[config.mk]
export PLATFORM = sky130hd
export DESIGN_NAME = dds_sweep_ctrl
export DESIGN_NICKNAME = d
export VERILOG_FILES = /design/src/rtl/dds_ctrl_pkg.sv /design/src/rtl/dds_sweep_next.sv /design/src/rtl/dds_sweep_ctrl.sv
export SDC_FILE = /design/constraint.sdc
export NUM_CORES = 1
export LEC_CHECK = 0
export ABC_CLOCK_PERIOD_IN_PS = 13600
export BUFFER_PORTS_ARGS = -buffer_cell sky130_fd_sc_hd__buf_2
export CORE_AREA = 2 2 154 231
export CTS_BUF_LIST = sky130_fd_sc_hd__clkbuf_2 sky130_fd_sc_hd__clkbuf_4 sky130_fd_sc_hd__clkbuf_8
export DETAILED_ROUTE_END_ITERATION = 10
export DIE_AREA = 0 0 156 233
export HOLD_SLACK_MARGIN = 0.1
export SETUP_SLACK_MARGIN = 0.05
export SLEW_MARGIN = 40
export SYNTH_ARGS = -nofsm -noshare
export SYNTH_HDL_FRONTEND = slang
export SYNTH_SLANG_ARGS = --single-unit
[constraint.sdc]
create_clock -name i_clk -period 13.6 [get_ports i_clk]
set_clock_uncertainty 0.1 [all_clocks]
set_input_delay 0.68 -clock i_clk [delete_from_list [all_inputs] [get_ports i_clk]]
set_output_delay 0.68 -clock i_clk [all_outputs]
set_load 0.01 [all_outputs]
[src/rtl/dds_ctrl_pkg.sv]
// dds_ctrl_pkg: shared sweep-controller types and default widths.
package dds_ctrl_pkg;
    localparam int PHASE_W = 31;
    localparam int DWELL_W = 24;
    typedef enum logic [1:0] {IDLE, LOAD, DWELL, DONE} state_e;
    typedef enum logic {DIR_UP, DIR_DOWN} dir_e;
endpackage

[src/rtl/dds_sweep_next.sv]
// dds_sweep_next: next sweep increment, clamped so it never passes the stop value.
module dds_sweep_next #(
    parameter int PHASE_W = dds_ctrl_pkg::PHASE_W
) (
    input  logic [PHASE_W-1:0] cur_i,
    input  logic [PHASE_W-1:0] step_i,
    input  logic [PHASE_W-1:0] stop_i,
    input  dds_ctrl_pkg::dir_e dir_i,
    output logic [PHASE_W-1:0] next_o,
    output logic               at_stop_o
);
    import dds_ctrl_pkg::*;
    logic [PHASE_W:0] sum, diff;
    logic clamp;
    always_comb begin
        sum       = {1'b0, cur_i} + {1'b0, step_i};
        diff      = {1'b0, cur_i} - {1'b0, step_i};
        // the extra MSB is the carry (up) or borrow (down), both of which clamp
        clamp     = (step_i == '0) || ((dir_i == DIR_UP) ? (sum[PHASE_W] || sum[PHASE_W-1:0] >= stop_i)
                                                       : (diff[PHASE_W] || diff[PHASE_W-1:0] <= stop_i));
        next_o    = clamp ? stop_i : ((dir_i == DIR_UP) ? sum[PHASE_W-1:0] : diff[PHASE_W-1:0]);
        at_stop_o = (cur_i == stop_i);
    end
endmodule

[src/rtl/dds_sweep_ctrl.sv]
// dds_sweep_ctrl: steps the DDS increment from start to stop with a per-point dwell,
// single-shot or looping; all outputs registered.
module dds_sweep_ctrl #(
    parameter int PHASE_W = dds_ctrl_pkg::PHASE_W,
    parameter int DWELL_W = dds_ctrl_pkg::DWELL_W
) (
    input  logic               i_clk,
    input  logic               reset_n,
    input  logic               i_start,
    input  logic               i_abort,
    input  logic               i_loop,
    input  logic [PHASE_W-1:0] i_f_start,
    input  logic [PHASE_W-1:0] i_f_stop,
    input  logic [PHASE_W-1:0] i_f_step,
    input  logic [DWELL_W-1:0] i_dwell,
    output logic [PHASE_W-1:0] o_increment,
    output logic               o_update,
    output logic               o_ce,
    output logic               o_busy,
    output logic               o_done
);
    import dds_ctrl_pkg::*;
    state_e             state_q;
    dir_e               dir_q;
    logic [PHASE_W-1:0] start_q, stop_q, step_q, next_inc, inc_d;
    logic [DWELL_W-1:0] dwell_q, cnt_q, dwell_d;
    logic               loop_q, at_stop;

    dds_sweep_next #(.PHASE_W(PHASE_W)) u_next (
        .cur_i    (o_increment),
        .step_i   (step_q),
        .stop_i   (stop_q),
        .dir_i    (dir_q),
        .next_o   (next_inc),
        .at_stop_o(at_stop)
    );

    // counter holds the cycles remaining after the current one, so dwell 0 and 1 coincide
    always_comb begin
        dwell_d = (i_dwell == '0) ? '0 : i_dwell - 1'b1;
        inc_d   = at_stop ? start_q : next_inc;
    end

    always_ff @(posedge i_clk) begin
        if (!reset_n) begin
            state_q     <= IDLE;
            dir_q       <= DIR_UP;
            start_q     <= '0;
            stop_q      <= '0;
            step_q      <= '0;
            dwell_q     <= '0;
            cnt_q       <= '0;
            loop_q      <= 1'b0;
            o_increment <= '0;
            o_update    <= 1'b0;
            o_ce        <= 1'b0;
            o_busy      <= 1'b0;
            o_done      <= 1'b0;
        end else begin
            o_update <= 1'b0;
            o_done   <= 1'b0;
            case (state_q)
                IDLE: if (i_start && !i_abort) begin
                    start_q     <= i_f_start;
                    stop_q      <= i_f_stop;
                    step_q      <= i_f_step;
                    loop_q      <= i_loop;
                    dwell_q     <= dwell_d;
                    cnt_q       <= dwell_d;
                    dir_q       <= (i_f_stop >= i_f_start) ? DIR_UP : DIR_DOWN;
                    o_increment <= i_f_start;
                    o_update    <= 1'b1;
                    o_busy      <= 1'b1;
                    o_ce        <= 1'b1;
                    state_q     <= LOAD;
                end
                LOAD, DWELL: begin
                    if (i_abort) begin
                        o_busy  <= 1'b0;
                        state_q <= IDLE;
                    end else if (cnt_q != '0) begin
                        cnt_q   <= cnt_q - 1'b1;
                        state_q <= DWELL;
                    end else if (at_stop && !loop_q) begin
                        o_busy  <= 1'b0;
                        o_done  <= 1'b1;
                        state_q <= DONE;
                    end else begin
                        o_increment <= inc_d;
                        o_update    <= 1'b1;
                        cnt_q       <= dwell_q;
                        state_q     <= LOAD;
                    end
                end
                default: begin
                    o_busy  <= 1'b0;
                    state_q <= IDLE;
                end
            endcase
        end
    end
endmodule
# [Yosys cells after proc, flatten, opt, wreduce, memory -nomap -nowiden]
# Index checks and enable logic that the tools add are counted.
[totals] regBits=180 input_bits=122 wordCells=82
[classes] addsub=4 order_cmp=3 eq_ne=10 mux=32 bitwise=2 reduce_logical=18
[op_table] operator="$mux 31" count=7
[op_table] operator="$mux 24" count=5
[op_table] operator="$ge 31x31->1" count=2
[op_table] operator="$pmux 31 s2" count=1
[op_table] operator="$pmux 24 s2" count=1
[op_table] operator="$sub 24x1->24 const B" count=2
[op_table] operator="$add 31x31->32" count=1
[op_table] operator="$sub 31x31->32" count=1
[op_table] operator="$eq 31x31->1" count=1
[op_table] operator="$le 31x31->1" count=1
[op_table] operator="$logic_not 31->1" count=1
[op_table] operator="$logic_not 24->1" count=1
[op_table] operator="$reduce_bool 24->1" count=1
[op_table] operator="$mux 1" count=11
[op_table] operator="$ne 3x3->1 const B" count=3
[op_table] operator="$mux 2" count=4
[op_table] operator="$ne 2x2->1 const B" count=4
[op_table] operator="$reduce_and 5->1" count=1
[op_table] operator="$pmux 1 s2" count=2
[op_table] operator="$pmux 2 s2" count=1
[op_table] operator="$reduce_and 4->1" count=1
[op_table] operator="$reduce_or 4->1" count=1
[op_table] operator="$logic_or 1x1->1" count=3
[op_table] operator="$reduce_and 3->1" count=1
[op_table] operator="9 further kinds" count=12

# [Depth between registers and ports, before layout]
# Gate-level depths: netlist of the first run.
[depth] depth_word=11 depth_mapped=24

# [Modules after synthesis]
# Synthesis of the first run repeated with hierarchy kept, for this count alone.
[unflattened] cells_unflattened=2114 hier_area_um2=16095.4
[modules_own_cells] mod="dds_sweep_ctrl" n_inst=1 cells_each=1210 area_each_um2=9599.2
[modules_own_cells] mod="dds_sweep_next" n_inst=1 cells_each=904 area_each_um2=6496.2

# [Least setup slack after synthesis of the first run]
# OpenSTA, ideal clock, no wires.
[synth_path] path_type="register to register" startpoint="register o_increment[0]" endpoint="register o_increment[17]" setup_time_ps=86 t_arrival_ps=4938 t_required_ps=13414 path_slack_ps=8476 stages_incl_launch_ff=24 path_buffers=3 period_less_slack_ps=5124 cell_sequence="dfxtp_1 inv_1 ha_1 fa_1 nand2b_1 a21oi_1 o21ai_0 o21ai_0 o211ai_1 o41a_1 xnor2_1 ha_1 and3_1 nand4_1 nor4_1 a21boi_0 o311ai_0 a21o_1 clkbuf_1 nand2_1 buf_2 clkbuf_1 a21oi_1 a211oi_1"
[synth_via] elab_chain_cells=11 elab_cells_between_ends=19
[synth_lines] item="from (decl)" line="dds_sweep_ctrl.sv:16" source="output logic [PHASE_W-1:0] o_increment,"
[synth_lines] item="from (signal assigned)" line="dds_sweep_ctrl.sv:71" source="o_increment <= i_f_start;"
[synth_lines] item="from (signal assigned)" line="dds_sweep_ctrl.sv:89" source="o_increment <= inc_d;"
[synth_lines] item="$add 31x31->32 / $sub 31x31->32 (equally long branches)" line="dds_sweep_next.sv:16, dds_sweep_next.sv:17"
[synth_lines] item="$ge 31x31->1 / $le 31x31->1 (equally long branches)" line="dds_sweep_next.sv:19, dds_sweep_next.sv:20"
[synth_lines] item="$logic_or 1x1->1, on equally long branches" line="dds_sweep_next.sv:19, dds_sweep_next.sv:20"
[synth_lines] item="$mux 1" line="dds_sweep_next.sv:19" source="clamp = (step_i == '0) || ((dir_i == DIR_UP) ? (sum[PHASE_W] || sum[PHASE_W-1:0] >= stop_i)"
[synth_lines] item="$logic_or 1x1->1" line="dds_sweep_next.sv:19"
[synth_lines] item="$mux 31" line="dds_sweep_next.sv:21" source="next_o = clamp ? stop_i : ((dir_i == DIR_UP) ? sum[PHASE_W-1:0] : diff[PHASE_W-1:0]);"
[synth_lines] item="$mux 31" line="dds_sweep_ctrl.sv:41" source="inc_d = at_stop ? start_q : next_inc;"
[synth_lines] item="$mux 31" line="dds_sweep_ctrl.sv:84" source="end else if (at_stop && !loop_q) begin"
[synth_lines] item="$mux 31" line="dds_sweep_ctrl.sv:81" source="end else if (cnt_q != '0) begin"
[synth_lines] item="$mux 31" line="dds_sweep_ctrl.sv:78" source="if (i_abort) begin"
[synth_lines] item="$pmux 31 s2" line="dds_sweep_ctrl.sv:62" source="case (state_q)"
# Parallel ways exist; a longest one is shown, timed or not. The select of a mux whose other input is x is not followed.
# A chain may end at the register's enable or synchronous reset.

# [Final worst setup path of the first run]
[layout_path] startpoint="register o_increment[0]" endpoint="register o_increment[11]"
# Same word-level chain as after synthesis.

==> parameters.txt, run 1 <==
Parameter                              Value

Status
  Result of the run ... complete, no violations

Floorplan
  Die height ... roughly 230 µm
  I/O pin total ... approximately 160
  Initial Util ... approximately 45%
  Area inside the core boundary ... between 30000 and 40000 µm²
  Die Footprint ... 36350 µm²
  Cell row count ... 83
  DIE WIDTH ... approximately 160 µm

Drt
  Drt wl/cell ... around 21 µm
  Final wirelength ... 56.20 mm
  DRC violations left ... 0
  Vias ... around 16000
  First-pass iteration count of the detailed router ... 5
  Starting DRT DRC Count ... about 930
  Antenna-violating nets left ... 0
  Routed via count divided by cell count ... between 5 and 6

Pwr
  Design Power ... 2.866 mW
  Cell Pwr Density ... between 150 and 200 nW/µm²
  Standby leakage power ... slightly below 7 nW
  Maximum vdd drop ... slightly below 0.08 mV

Worst setup path
  Crit path required time ... 13.91 ns
  Reg2Reg Launch Point ... o_increment[0]$_SDFFE_PN0P_
  Series of cell instances along the critical path ... inv_1 > ha_1 > fa_1 > nand2b_1 > a21oi_1 > o21ai_0 > o21ai_0 > o211ai_1 > o41a_1 > xnor2_1 > ha_1 > and3_1 > nand4_1 > nor4_1 > a21boi_0 > o311ai_0 > a21o_1 > nand2_1 > mux2_2 > a211oi_1
  Arrival time of the worst setup path ... 6.86 ns
  Worst setup SP type ... register
  Max Fanout on Critical Path ... 20
  End of the worst register-to-register path ... o_increment[11]$_SDFFE_PN0P_
  Critical path class ... reg2reg
  Nature of the critical path endpoint ... register
  Largest delay contributor family on the critical path ... compound AO/OA/AOI/OAI gates
  Reg2reg setup slack ... approximately 7.1 ns
  Slowest stage cell on the critical path ... nand2_1
  CP bufs+invs ... 1
  FF-to-FF path depth ... 20
  Biggest cell delay along the critical path ... just under 0.7 ns

Place
  Post-Place Cells ... 2598
  Buffers on Ports ... 156
  Placed standard-cell area ... 16360 µm²
  Routability-driven placement congestion ratio ... ~0.94
  DPL Wire Length ... between 40 and 50 mm

Timing
  Setup-failing EPs final ... 0
  Final-layout worst hold slack ... slightly below 0.3 ns
  Tcrit/Tclk final ... about 48%
  Max Clk Rate ... around 0.15 GHz
  Setup repair after global routing missed its margin ... false
  Min cycle time layout ... 6.548 ns
  Slew @ Worst Pin ... 0.8415 ns
  Total negative slack for setup checks ... 0 ns
  Final Max Tran Viols ... 0
  Final hold violation count ... 0
  Relative max-transition margin ... between 40% and 50%

Synthesis
  Mean post-synth cell area ... a little over 7 µm²
  Share of synthesized registers carrying an async set or reset ... 0%
  Post-Syn Nets ... roughly 2400
  Post-synthesis instance total ... ~2100
  Number of enable-type register cells in the synthesized netlist ... 0
  Number of warnings reported in the yosys synthesis log ... 0
  Sequential-to-total area share from yosys stat ... around a quarter
  FF+latch count, synth ... 180
  Dominant synthesized flop cell ... dfxtp_1
  Syn Std Cell Area ... around 15000 µm²
  Synth unique cells ... 74

Clocking
  Post-CTS setup repair buffer count ... 0
  Post-cts sizing count ... 0
  Clock input transition at the sequential cells of the worst setup and hold paths ... approximately 0.13 ns
  Number of H-tree levels ... 4
  Maximum buffer depth of the clock tree ... 2
  Number of CTS-inserted buffers ... 17
  Quantity of hold-fixing buffers added after cts ... 0
  Clock root cell ... clkbuf_8
  Number of clock sinks seen by CTS ... 180
  Clock network latency to the later pin of the worst-skew pair ... 0.51 ns
  Clock tree from TritonCTS ... yes

GRT
  Via count of the first global-routing pass ... between 10000 and 15000
  Antenna violations before repair ... 3
  Global Route Usage Sum ... a little under a third
  First-pass GRT wire length ... between 80 and 90 mm
  Pin count of the biggest net entering global routing ... 81
  Sum of overflow across all layers after global routing ... 0

Final layout
  Combined flip-flop and latch cell area ... about 3600 µm²
  Area overhead of the layout relative to synthesis ... 9.648%
  Number of fillers in the final layout ... 3528
  Total area of multi-input combinational cells ... 10740 µm²
  Non-Filler Instances ... 2632
  Layout cell share with drive strength beyond 1 ... 11.11%
  Final #Nets ... around 2500
  Final Cell Area ... 16780 µm²

Worst hold path
  Worst hold endpoint ... step_q[25]$_SDFFE_PN0P_
  Start point of the worst hold path ... i_f_step[25]
  Worst hold-check path type ... in2reg
  Hold depth ... 3

Flow run
  Max-cap violations ... 0
==> layer usage <==
metal / track usage, % / part of all wire (%)
met5: 0 / 0.021
met4: 15.85 / 5.3
met3: 4.358 / 4.8
met2: 53.51 / 49
met1: 36.63 / 41
==> flip-flops by register name, summed over array words and instances (netlist names) <==
| register | flops |
|---|---|
| dwell_q | 24 |
| cnt_q | 24 |
| state_q | 2 |
| start_q | 31 |
| o_busy | 1 |
| step_q | 31 |
| loop_q | 1 |
| o_increment | 31 |
| stop_q | 31 |
| dir_q | 1 |
| o_done | 1 |
| o_ce | 1 |
| o_update | 1 |
==> cell usage in the layout, fill, tap and decap left out, types with 11 or more instances in the layout <==
master,Yosys,layout
a211oi_1,47,46
nand2b_1,19,19
xnor2_1,87,87
o211ai_1,28,28
o21a_1,13,13
nor3_1,61,60
nand3_1,41,41
a311oi_1,12,12
a21oi_1,254,252
nor2b_1,21,21
nand4_1,21,21
or3_1,16,16
dfxtp_1,180,180
mux2i_1,23,23
o31ai_1,11,11
buf_2,6,156
ha_1,159,158
xor2_1,43,43
a21o_1,24,24
nor4_1,32,30
o21ai_0,123,123
inv_1,139,139
o22ai_1,12,12
nand2_1,306,305
clkbuf_8,0,19
nor2_1,160,159
buf_4,1,15
==> worst reg2reg max path: stages, from the launching register on <==
cell,delay (ns)
dfxtp_1,0.41
inv_1,0.09
ha_1,0.22
fa_1,0.40
nand2b_1,0.18
a21oi_1,0.23
o21ai_0,0.30
o21ai_0,0.40
o211ai_1,0.36
o41a_1,0.52
xnor2_1,0.16
ha_1,0.30
and3_1,0.18
nand4_1,0.14
nor4_1,0.38
a21boi_0,0.21
o311ai_0,0.21
a21o_1,0.34
nand2_1,0.68
mux2_2,0.43
a211oi_1,0.22
==> metrics by stage <==
stage | setup WS [ns] | util, %
3_5_place_dp | 7.127 | 47.87
5_1_grt | 6.641 | 49.10
6_report | 7.052 | 49.11
4_1_cts | 7.095 | 49.06
2_1_floorplan | 8.476 | -
3_3_place_gp | 7.195 | 47.73
==> power breakdown <==
group,internal [mW],leakage (nW),total (mW),switching [mW]
logic,0.656,5.24,1.78,1.12
registers,0.594,1.47,0.693,0.0986
clock network,0.161,0.197,0.399,0.238
total,1.41,6.91,2.87,1.46
==> synthesized netlist by cell type, types with 12 or more instances <==
cell type  number  share of area [%]
nand2_1       306                7.5
a21oi_1       254                8.3
dfxtp_1       180                 24
nor2_1        160                3.9
ha_1          159                 13
inv_1         139                3.4
o21ai_0       123                4.0
clkbuf_1      105                2.6
xnor2_1        87                5.0
nor3_1         61                2.0
a211oi_1       47                2.3
xor2_1         43                2.5
nand3_1        41                1.3
nor4_1         32                1.3
o211ai_1       28                1.4
a21o_1         24                1.2
mux2i_1        23                1.5
nand4_1        21               0.86
nor2b_1        21               0.86
nand2b_1       19               0.78
or3_1          16               0.65
o21a_1         13               0.64
a311oi_1       12               0.69
buf_1          12               0.29
o22ai_1        12               0.49
==> worst max path at each step <==
| stage | from | to | slack [ns] | cells after the start |
|---|---|---|---|---|
| 2_1_floorplan | o_increment[0]$_SDFFE_PN0P_ | o_increment[17]$_SDFFE_PN0P_ | 8.48 | 23 |
| 3_3_place_gp | o_increment[9]$_SDFFE_PN0P_ | o_increment[21]$_SDFFE_PN0P_ | 7.19 | 19 |
| 3_5_place_dp | o_increment[9]$_SDFFE_PN0P_ | o_increment[11]$_SDFFE_PN0P_ | 7.13 | 18 |
| 4_1_cts | o_increment[9]$_SDFFE_PN0P_ | o_increment[11]$_SDFFE_PN0P_ | 7.09 | 18 |
| 5_1_grt | o_increment[0]$_SDFFE_PN0P_ | o_increment[21]$_SDFFE_PN0P_ | 6.64 | 21 |
| 6_report | o_increment[0]$_SDFFE_PN0P_ | o_increment[11]$_SDFFE_PN0P_ | 7.05 | 20 |
==> logic make-up (layout without fill, tap and decap cells) <==
logic type               Yosys count  after routing  synth area share (%)
AO/OA/AOI/OAI                    627            627                 25.45
XOR/XNOR                         130            130                 7.441
adder cells (fa/ha/maj)          161            161                 13.26
buffers and inverters            267            350                 6.623
flip-flops                       180            180                 23.55
multiplexers                      29             29                 1.946
other                              0              2                     0
AND/OR/NAND/NOR                  728            728                 21.73
==> layout make-up <==
class | count | area share [%]
sequential | 180 | 21.48
timing repair buffer | 175 | 5.638
clock inverter | 13 | 0.8650
tap | 425 | 3.169
antenna | 2 | 0.02983
clock buffer | 19 | 1.559
inverter | 143 | 3.229
multi-input combinational | 1675 | 64.03
(Power assumes the default switching activity.)
==> run 2, diff against run 1 <==
--- a/config.mk
+++ b/config.mk
@@ -5,12 +5,13 @@
 export SDC_FILE = /design/constraint.sdc
 export NUM_CORES = 1
 export LEC_CHECK = 0
-export ABC_CLOCK_PERIOD_IN_PS = 13600
+export ABC_AREA = 1
+export ABC_CLOCK_PERIOD_IN_PS = 6400
 export BUFFER_PORTS_ARGS = -buffer_cell sky130_fd_sc_hd__buf_2
-export CORE_AREA = 2 2 154 231
+export CORE_AREA = 2 2 163 245
 export CTS_BUF_LIST = sky130_fd_sc_hd__clkbuf_2 sky130_fd_sc_hd__clkbuf_4 sky130_fd_sc_hd__clkbuf_8
 export DETAILED_ROUTE_END_ITERATION = 10
-export DIE_AREA = 0 0 156 233
+export DIE_AREA = 0 0 165 247
 export HOLD_SLACK_MARGIN = 0.1
 export SETUP_SLACK_MARGIN = 0.05
 export SLEW_MARGIN = 40
==> constraint.sdc (replaced) <==
create_clock -name i_clk -period 6.4 [get_ports i_clk]
set_clock_uncertainty 0.1 [all_clocks]
set_input_delay 0.32 -clock i_clk [delete_from_list [all_inputs] [get_ports i_clk]]
set_output_delay 0.32 -clock i_clk [all_outputs]
set_load 0.01 [all_outputs]
==> run 2 against run 1 <==
  * Global-route usage rose by 1.9 points
  * Power grew to 2.7 times the previous value
  * Setup slack got worse by 5.9 ns
  * Die area grew 12%
  * Non-clock buffer count increased by 98
  * Cell count up 36%
  * Largest cell class unchanged
==> parameters.txt, run 2 <==
Parameter                              Value

Timing
  Final hold violation count ... 0 (unchanged)
  Setup-failing EPs final ... 0 (unchanged)
  Final-layout worst hold slack ... 0.1300 ns (-0.1661 ns)
  Min cycle time layout ... 5.198 ns (-1.350 ns)
  Setup repair after global routing missed its margin ... false
  Relative max-transition margin ... 40.19% (-3.6 points)
  Tcrit/Tclk final ... 81.22% (+33 points)
  Total negative slack for setup checks ... 0 ns (unchanged)
  Slew @ Worst Pin ... 0.8890 ns (+0.04751 ns)
  Least setup slack across all paths after layout ... 1.202 ns (-5.850 ns)
  Max Clk Rate ... 0.1924 GHz (+26%)
  Final Max Tran Viols ... 0 (unchanged)

Worst setup path
  Reg2reg setup slack ... 1.20 ns (-5.85 ns)
  Reg2Reg Launch Point ... step_q[13]$_SDFFE_PN0P_
  FF-to-FF path depth ... 25 (+25%)
  CP bufs+invs ... 2 (+1)
  Slowest stage cell on the critical path ... ha_1
  End of the worst register-to-register path ... o_increment[7]$_SDFFE_PN0P_
  CP most frequent cell ... nand2_1
  Number of stages on the worst setup path ... 25 (+25%)
  Largest delay contributor family on the critical path ... simple AND/OR/NAND/NOR gates
  Crit path required time ... 6.75 ns (-7.16 ns)
  Worst Setup EP ... o_increment[7]$_SDFFE_PN0P_
  Worst setup SP type ... register
  Critical path class ... reg2reg
  Max Fanout on Critical Path ... 32 (+60%)
  Nature of the critical path endpoint ... register
  Arrival time of the worst setup path ... 5.55 ns (-1.31 ns)
  Biggest cell delay along the critical path ... 0.46 ns (-0.22 ns)
  Critical Path Source ... step_q[13]$_SDFFE_PN0P_

Final layout
  Number of fillers in the final layout ... 4152 (+18%)
  Total area of multi-input combinational cells ... 11300 µm² (+5.2%)
  Layout cell share with drive strength beyond 1 ... 8.913% (-2.2 points)
  Final #Nets ... 3344 (+35%)
  Most common cell after layout, fill and taps aside ... nand2_1
  Util after Layout ... 50.35% (+1.2 points)
  Non-Filler Instances ... 3575 (+36%)
  Top library cells by usage in the layout, fill and taps aside ... nand2_1, inv_1, nor2_1
  Final Cell Area ... 19570 µm² (+17%)
  Combined flip-flop and latch cell area ... 3605 µm² (about the same)
  Area overhead of the layout relative to synthesis ... 14.06%

Drt
  Final wirelength ... 67.02 mm (+19%)
  Antenna-violating nets left ... 0 (unchanged)
  Drt wl/cell ... 18.75 µm (-12%)
  Vias ... 18977 (+22%)
  DRC violations left ... 0 (unchanged)
  Routed via count divided by cell count ... 5.308 (-10%)
  Starting DRT DRC Count ... 1191 (+29%)
  First-pass iteration count of the detailed router ... 6 (+1)

Synthesis
  Largest area contributor in the netlist ... dfxtp_1
  Most frequent cells after synthesis ... nand2_1, inv_1, nor2_1
  Sequential-to-total area share from yosys stat ... 21.01% (-2.5 points)
  FF+latch count, synth ... 180 (unchanged)
  Synth unique cells ... 48 (-35%)
  Share of synthesized registers carrying an async set or reset ... 0% (unchanged)
  Number of warnings reported in the yosys synthesis log ... 0 (unchanged)
  Mean post-synth cell area ... 5.948 µm² (-18%)
  Post-synthesis instance total ... 2884 (+36%)
  Dominant synthesized flop cell ... dfxtp_1
  Syn Std Cell Area ... 17150 µm² (+12%)
  Most frequent cell after synthesis ... nand2_1
  Number of enable-type register cells in the synthesized netlist ... 0 (unchanged)
  Post-Syn Nets ... 3167 (+32%)
  Most area-consuming cells after synthesis ... dfxtp_1, nand2_1, ha_1
  Top cell type's share of synthesized area ... 21.01% (-2.5 points)

Pwr
  Clock share of power ... 10.9% (-3.0 points)
  Design Power ... 7.640 mW (+170%)
  Internal cell power ... 3.332 mW (+140%)
  Standby leakage power ... 10.40 nW (+50%)
  Seq pwr share ... 20.0% (-4.2 points)
  Sw frac ... 56.39% (+5.6 points)
  Cell Pwr Density ... 390.4 nW/µm² (+130%)
  Maximum vdd drop ... 0.2080 mV (+160%)
  Logic gate share of total power ... 69.1% (+7.2 points)
  Switching power ... 4.308 mW (+200%)

Place
  Pre-CTS setup slack ... 1.288 ns (-5.839 ns)
  Placed standard-cell area ... 18150 µm² (+11%)
  DPL Wire Length ... 53.15 mm (+22%)
  Buffers on Ports ... 156 (unchanged)
  Routability-driven placement congestion ratio ... 0.9902 (+4.9%)
  Post-Place Cells ... 3442 (+32%)

Floorplan
  Initial Util ... 44.14% (-0.65 points)
  Die Footprint ... 40760 µm² (+12%)
  DIE WIDTH ... 165 µm (+5.8%)
  Die height ... 247 µm (+6.0%)
  I/O pin total ... 157 (unchanged)
  Cell row count ... 89 (+7.2%)
  Area inside the core boundary ... 38860 µm² (+14%)

Clocking
  Number of clock sinks seen by CTS ... 180 (unchanged)
  Number of H-tree levels ... 4 (unchanged)
  Post-cts sizing count ... 0 (unchanged)
  Clock root cell ... clkbuf_8
  Clock tree from TritonCTS ... yes
  Maximum buffer depth of the clock tree ... 2 (unchanged)
  Post-CTS setup repair buffer count ... 0 (unchanged)
  Clock network latency to the later pin of the worst-skew pair ... 0.52 ns (about the same)
  Number of CTS-inserted buffers ... 17 (unchanged)
  Clock input transition at the sequential cells of the worst setup and hold paths ... 0.12 ns (about the same)

GRT
  Global Route Usage Sum ... 32.63% (+1.9 points)
  First-pass GRT wire length ... 100.6 mm (+18%)
  Sum of overflow across all layers after global routing ... 0 (unchanged)
  Pin count of the biggest net entering global routing ... 92 (+14%)
  Via count of the first global-routing pass ... 18422 (+24%)
  Antenna violations before repair ... 1 (-2)

Flow run
  Max-cap violations ... 0 (unchanged)

Status
  Result of the run ... complete, no violations

Worst hold path
  Worst hold-check path type ... in2reg
run 2: changes by cell type after synthesis, moves of 35 or more:
cell	previous run	this run
nor2_1	160	263
a211oi_1	47	2
nand3_1	41	190
nand2_1	306	756
nor3_1	61	26
xnor2_1	87	9
o21ai_0	123	206
clkbuf_1	105	69
inv_1	139	435
run 2: layout make-up:
class / instances / share of cell area (%)
repair buffers: 273 / 9.790
multi-input cells: 2134 / 57.75
flip-flops and latches: 180 / 18.42
diodes: 1 / 0.01279
inverters: 455 / 8.754
well taps: 500 / 3.197
clock buffers: 17 / 1.196
clock inverters: 15 / 0.8761
run 2: power by group through the flow:
stage	logic, mW	registers (mW)	clock network (mW)
floorplan	3.68	1.51	0
finish	5.28	1.53	0.836
global placement	5.13	1.54	0
global route	5.87	1.55	0.894
CTS	5.22	1.52	0.862
detailed placement	5.14	1.54	0
run 2: cell families (layout without fill, tap and decap cells):
| family | count (synthesis) | after routing | share of synthesized area, % |
|---|---|---|---|
| AND/OR/NAND/NOR | 1389 | 1389 | 34.56 |
| buffers and inverters | 570 | 760 | 13.27 |
| AO/OA/AOI/OAI | 515 | 515 | 15.81 |
| flip-flops | 180 | 180 | 21.01 |
| adder cells (fa/ha/maj) | 161 | 161 | 11.83 |
| XOR/XNOR | 69 | 69 | 3.523 |
| other | 0 | 1 | 0 |
run 2: worst register-to-register path, cell delays in order (launching register included):
cell and delay [ns]:
dfxtp_1 0.40, inv_1 0.08, ha_1 0.46, nand2_1 0.18, nor2_1 0.34, and3_1 0.23
nand2_1 0.11, nand2_1 0.24, nand2_1 0.11, nand2_1 0.08, nand2_1 0.05, and2_1 0.15
ha_1 0.29, nand2_1 0.08, nor2_1 0.40, nand4_1 0.16, nor2_1 0.18, nand4_1 0.18
nand3_1 0.16, nand2_2 0.05, buf_4 0.25, nand3_4 0.44, nand2_1 0.12, nand3_1 0.09
nand2_1 0.06, a21oi_1 0.13
run 2: repair_timing:
action                                  4_1_cts  5_1_grt
endpoints found under the setup margin        0        0
hold buffers                                100        0
endpoints found under the hold margin       101        0
run 2: routing by layer:
layer / GRT usage (%) / part of all wire (%)
met5: 0 / 0
met4: 23.79 / 8.1
met3: 3.237 / 4.0
met2: 57.35 / 48
met1: 36.12 / 39
run 2: worst min-delay path by stage:
stage                                  startpoint                      end  slack, ns  depth (start not counted)
after detailed placement        o_ce$_SDFFE_PN0P_        o_ce$_SDFFE_PN0P_       0.35                          1
after global routing                   i_dwell[9]  dwell_q[9]$_SDFFE_PN0P_       0.15                          4
after CTS                                 i_start      o_busy$_SDFFE_PN0P_       0.11                          5
final                                     i_start      o_busy$_SDFFE_PN0P_       0.13                          5
after floorplan           dwell_q[7]$_SDFFE_PN0P_  dwell_q[7]$_SDFFE_PN0P_       0.34                          2
after global placement          o_ce$_SDFFE_PN0P_        o_ce$_SDFFE_PN0P_       0.34                          1
==> run 3, diff against run 2 <==
--- a/config.mk
+++ b/config.mk
@@ -6,7 +6,7 @@
 export NUM_CORES = 1
 export LEC_CHECK = 0
 export ABC_AREA = 1
-export ABC_CLOCK_PERIOD_IN_PS = 6400
+export ABC_CLOCK_PERIOD_IN_PS = 4300
 export BUFFER_PORTS_ARGS = -buffer_cell sky130_fd_sc_hd__buf_2
 export CORE_AREA = 2 2 163 245
 export CTS_BUF_LIST = sky130_fd_sc_hd__clkbuf_2 sky130_fd_sc_hd__clkbuf_4 sky130_fd_sc_hd__clkbuf_8
==> constraint.sdc (replaced) <==
create_clock -name i_clk -period 4.3 [get_ports i_clk]
set_clock_uncertainty 0.1 [all_clocks]
set_input_delay 0.215 -clock i_clk [delete_from_list [all_inputs] [get_ports i_clk]]
set_output_delay 0.215 -clock i_clk [all_outputs]
set_load 0.01 [all_outputs]
==> run 3 against run 2 <==
  * Via count increased by 2.8%
  * Power increased by 68%
  * Highest routed layer unchanged
  * Register-to-register slack got worse by 1.0 ns
  * Largest cell class unchanged
  * Sequential share of layout area decreased by 1.3 points
==> parameters.txt, run 3 (synthesis gave the netlist of run 2 again) <==
Parameter                              Value

Status
  Result of the run ... complete, no violations

Final layout
  Combined flip-flop and latch cell area ... 3632 µm² (+0.76%)
  Final Cell Area ... 21190 µm² (+8.3%)
  Layout cell share with drive strength beyond 1 ... 15.95% (+7.0 points)
  Total area of multi-input combinational cells ... 12080 µm² (+6.9%)
  Number of fillers in the final layout ... 3997 (-3.7%)
  Util after Layout ... 54.53% (+4.2 points)
  Most common cell after layout, fill and taps aside ... nand2_1
  Area overhead of the layout relative to synthesis ... 23.54%
  Final #Nets ... 3430 (+2.6%)
  Top library cells by usage in the layout, fill and taps aside ... nand2_1, inv_1, a21oi_1

GRT
  Global Route Usage Sum ... 33.68% (+1.0 points)
  Via count of the first global-routing pass ... 18689 (+1.4%)
  First-pass GRT wire length ... 103.4 mm (+2.8%)
  Pin count of the biggest net entering global routing ... 114 (+24%)
  Antenna violations before repair ... 1 (unchanged)
  Sum of overflow across all layers after global routing ... 0 (unchanged)

Pwr
  Cell Pwr Density ... 607.0 nW/µm² (+55%)
  Seq pwr share ... 17.6% (-2.4 points)
  Clock share of power ... 10.0% (-0.9 points)
  Internal cell power ... 5.844 mW (+75%)
  Maximum vdd drop ... 0.3804 mV (+83%)
  Sw frac ... 54.57% (-1.8 points)
  Standby leakage power ... 10.97 nW (+5.5%)
  Switching power ... 7.020 mW (+63%)
  Logic gate share of total power ... 72.4% (+3.3 points)
  Design Power ... 12.86 mW (+68%)

Floorplan
  Area inside the core boundary ... 38860 µm² (unchanged)
  Cell row count ... 89 (unchanged)
  Die height ... 247 µm (unchanged)
  Initial Util ... 44.14% (unchanged)
  I/O pin total ... 157 (unchanged)
  Die Footprint ... 40760 µm² (unchanged)
  DIE WIDTH ... 165 µm (unchanged)

Clocking
  Maximum buffer depth of the clock tree ... 2 (unchanged)
  Number of H-tree levels ... 4 (unchanged)
  Number of clock sinks seen by CTS ... 180 (unchanged)
  Number of CTS-inserted buffers ... 17 (unchanged)
  Clock network latency to the later pin of the worst-skew pair ... 0.53 ns (about the same)
  Clock root cell ... clkbuf_8
  Clock input transition at the sequential cells of the worst setup and hold paths ... 0.12 ns (about the same)
  Clock tree from TritonCTS ... yes

Timing
  Tcrit/Tclk final ... 95.23% (+14 points)
  Final Max Tran Viols ... 0 (unchanged)
  Max Clk Rate ... 0.2442 GHz (+27%)
  Total negative slack for setup checks ... 0 ns (unchanged)
  Setup-failing EPs final ... 0 (unchanged)
  Min cycle time layout ... 4.095 ns (-1.103 ns)
  Relative max-transition margin ... 43.80% (+3.6 points)
  Slew @ Worst Pin ... 0.8418 ns (-0.04712 ns)
  Final hold violation count ... 0 (unchanged)

Worst setup path
  Critical path class ... reg2reg
  Reg2reg setup slack ... 0.20 ns (-1.00 ns)
  Max Fanout on Critical Path ... 8 (-75%)
  Arrival time of the worst setup path ... 4.44 ns (-1.11 ns)
  Nature of the critical path endpoint ... register
  Biggest cell delay along the critical path ... 0.51 ns (+0.05 ns)
  Worst setup SP type ... register
  Crit path required time ... 4.65 ns (-2.10 ns)
  CP most frequent cell ... nand2_1
  Slowest stage cell on the critical path ... dfxtp_1

Drt
  Vias ... 19500 (+2.8%)
  DRC violations left ... 0 (unchanged)
  Drt wl/cell ... 19.30 µm (+2.9%)
  Starting DRT DRC Count ... 1434 (+20%)
  Routed via count divided by cell count ... 5.326 (+0.34%)
  Antenna-violating nets left ... 0 (unchanged)
  First-pass iteration count of the detailed router ... 7 (+1)
  Final wirelength ... 70.66 mm (+5.4%)

Worst hold path
  Worst hold-check path type ... in2reg

Place
  DPL Wire Length ... 54.88 mm (+3.3%)
  Placed standard-cell area ... 18650 µm² (+2.8%)
  Buffers on Ports ... 156 (unchanged)
  Routability-driven placement congestion ratio ... 0.9907 (about the same)

Flow run
  Max-cap violations ... 0 (unchanged)
[run 3: cell types whose count changed in the layout (fill, tap and decap cells not counted), sizes merged]
cell / change
clkbuf: +3
dlygate4sd3: +15
clkinv: -2
clkinvlp: +2
buf: +68
[run 3: cell type report]
type / instances / share of cell area, %
Antenna cell: 1 / 0.01181
Clock buffer: 17 / 1.104
Clock inverter: 15 / 0.8325
Inverter: 455 / 8.089
Multi-Input combinational cell: 2134 / 56.99
Sequential cell: 180 / 17.14
Tap cell: 500 / 2.952
Timing Repair Buffer: 359 / 12.88
[run 3: routing by layer]
| layer | vias up | track usage (%) | wire length (µm) |
|---|---|---|---|
| met5 | - | 0 | 0 |
| met4 | 0 | 20.05 | 4901 |
| met3 | 186 | 2.650 | 3135 |
| met2 | 666 | 59.67 | 34630 |
| met1 | 8917 | 39.11 | 27990 |
| li1 | 9731 | - | - |
[run 3: what timing repair did]
action	4_1_cts	5_1_grt
hold buffers	115	0
setup buffers	0	5
resized for setup	33	172
hold endpoints to repair	150	0
gates cloned	1	3
pin swaps	0	15
setup endpoints to repair	31	31
[run 3: worst paths after layout]
kind,from,end,cells past startpoint
worst max-delay path,o_increment[10]$_SDFFE_PN0P_,o_increment[7]$_SDFFE_PN0P_,25
worst min-delay path,i_dwell[23],dwell_q[23]$_SDFFE_PN0P_,6
worst max register to register,o_increment[10]$_SDFFE_PN0P_,o_increment[7]$_SDFFE_PN0P_,25
worst min register to register,o_ce$_SDFFE_PN0P_,o_ce$_SDFFE_PN0P_,1
[run 3: power by group through the flow]
stage,sequential (mW),clock (mW),combinational (mW)
2_1_floorplan,2.24,0,5.48
3_3_place_gp,2.24,0,8.15
3_5_place_dp,2.24,0,8.20
4_1_cts,2.21,1.30,8.48
5_1_grt,2.29,1.35,10.2
6_report,2.26,1.28,9.32
[run 3: through the flow]
stage                     instances  hold WS, ns  setup WS, ns
after CTS                      3652       0.1085        0.1000
after detailed placement       3504       0.3514      -0.03992
after floorplan                2884       0.2499        0.7062
after global routing           3661       0.1435      -0.01467
after global placement         3504       0.3448     -0.001255
final                          3661       0.1325        0.2050
[run 3: critical path: cells and delay by family, from the launching register on]
family | cells | cell delay (ns)
adders and majority gates | 2 | 0.49
DFF | 1 | 0.51
AOI/OAI and AO/OA | 2 | 0.22
and+or+nand+nor | 17 | 2.13
buffers and inverters | 4 | 0.57
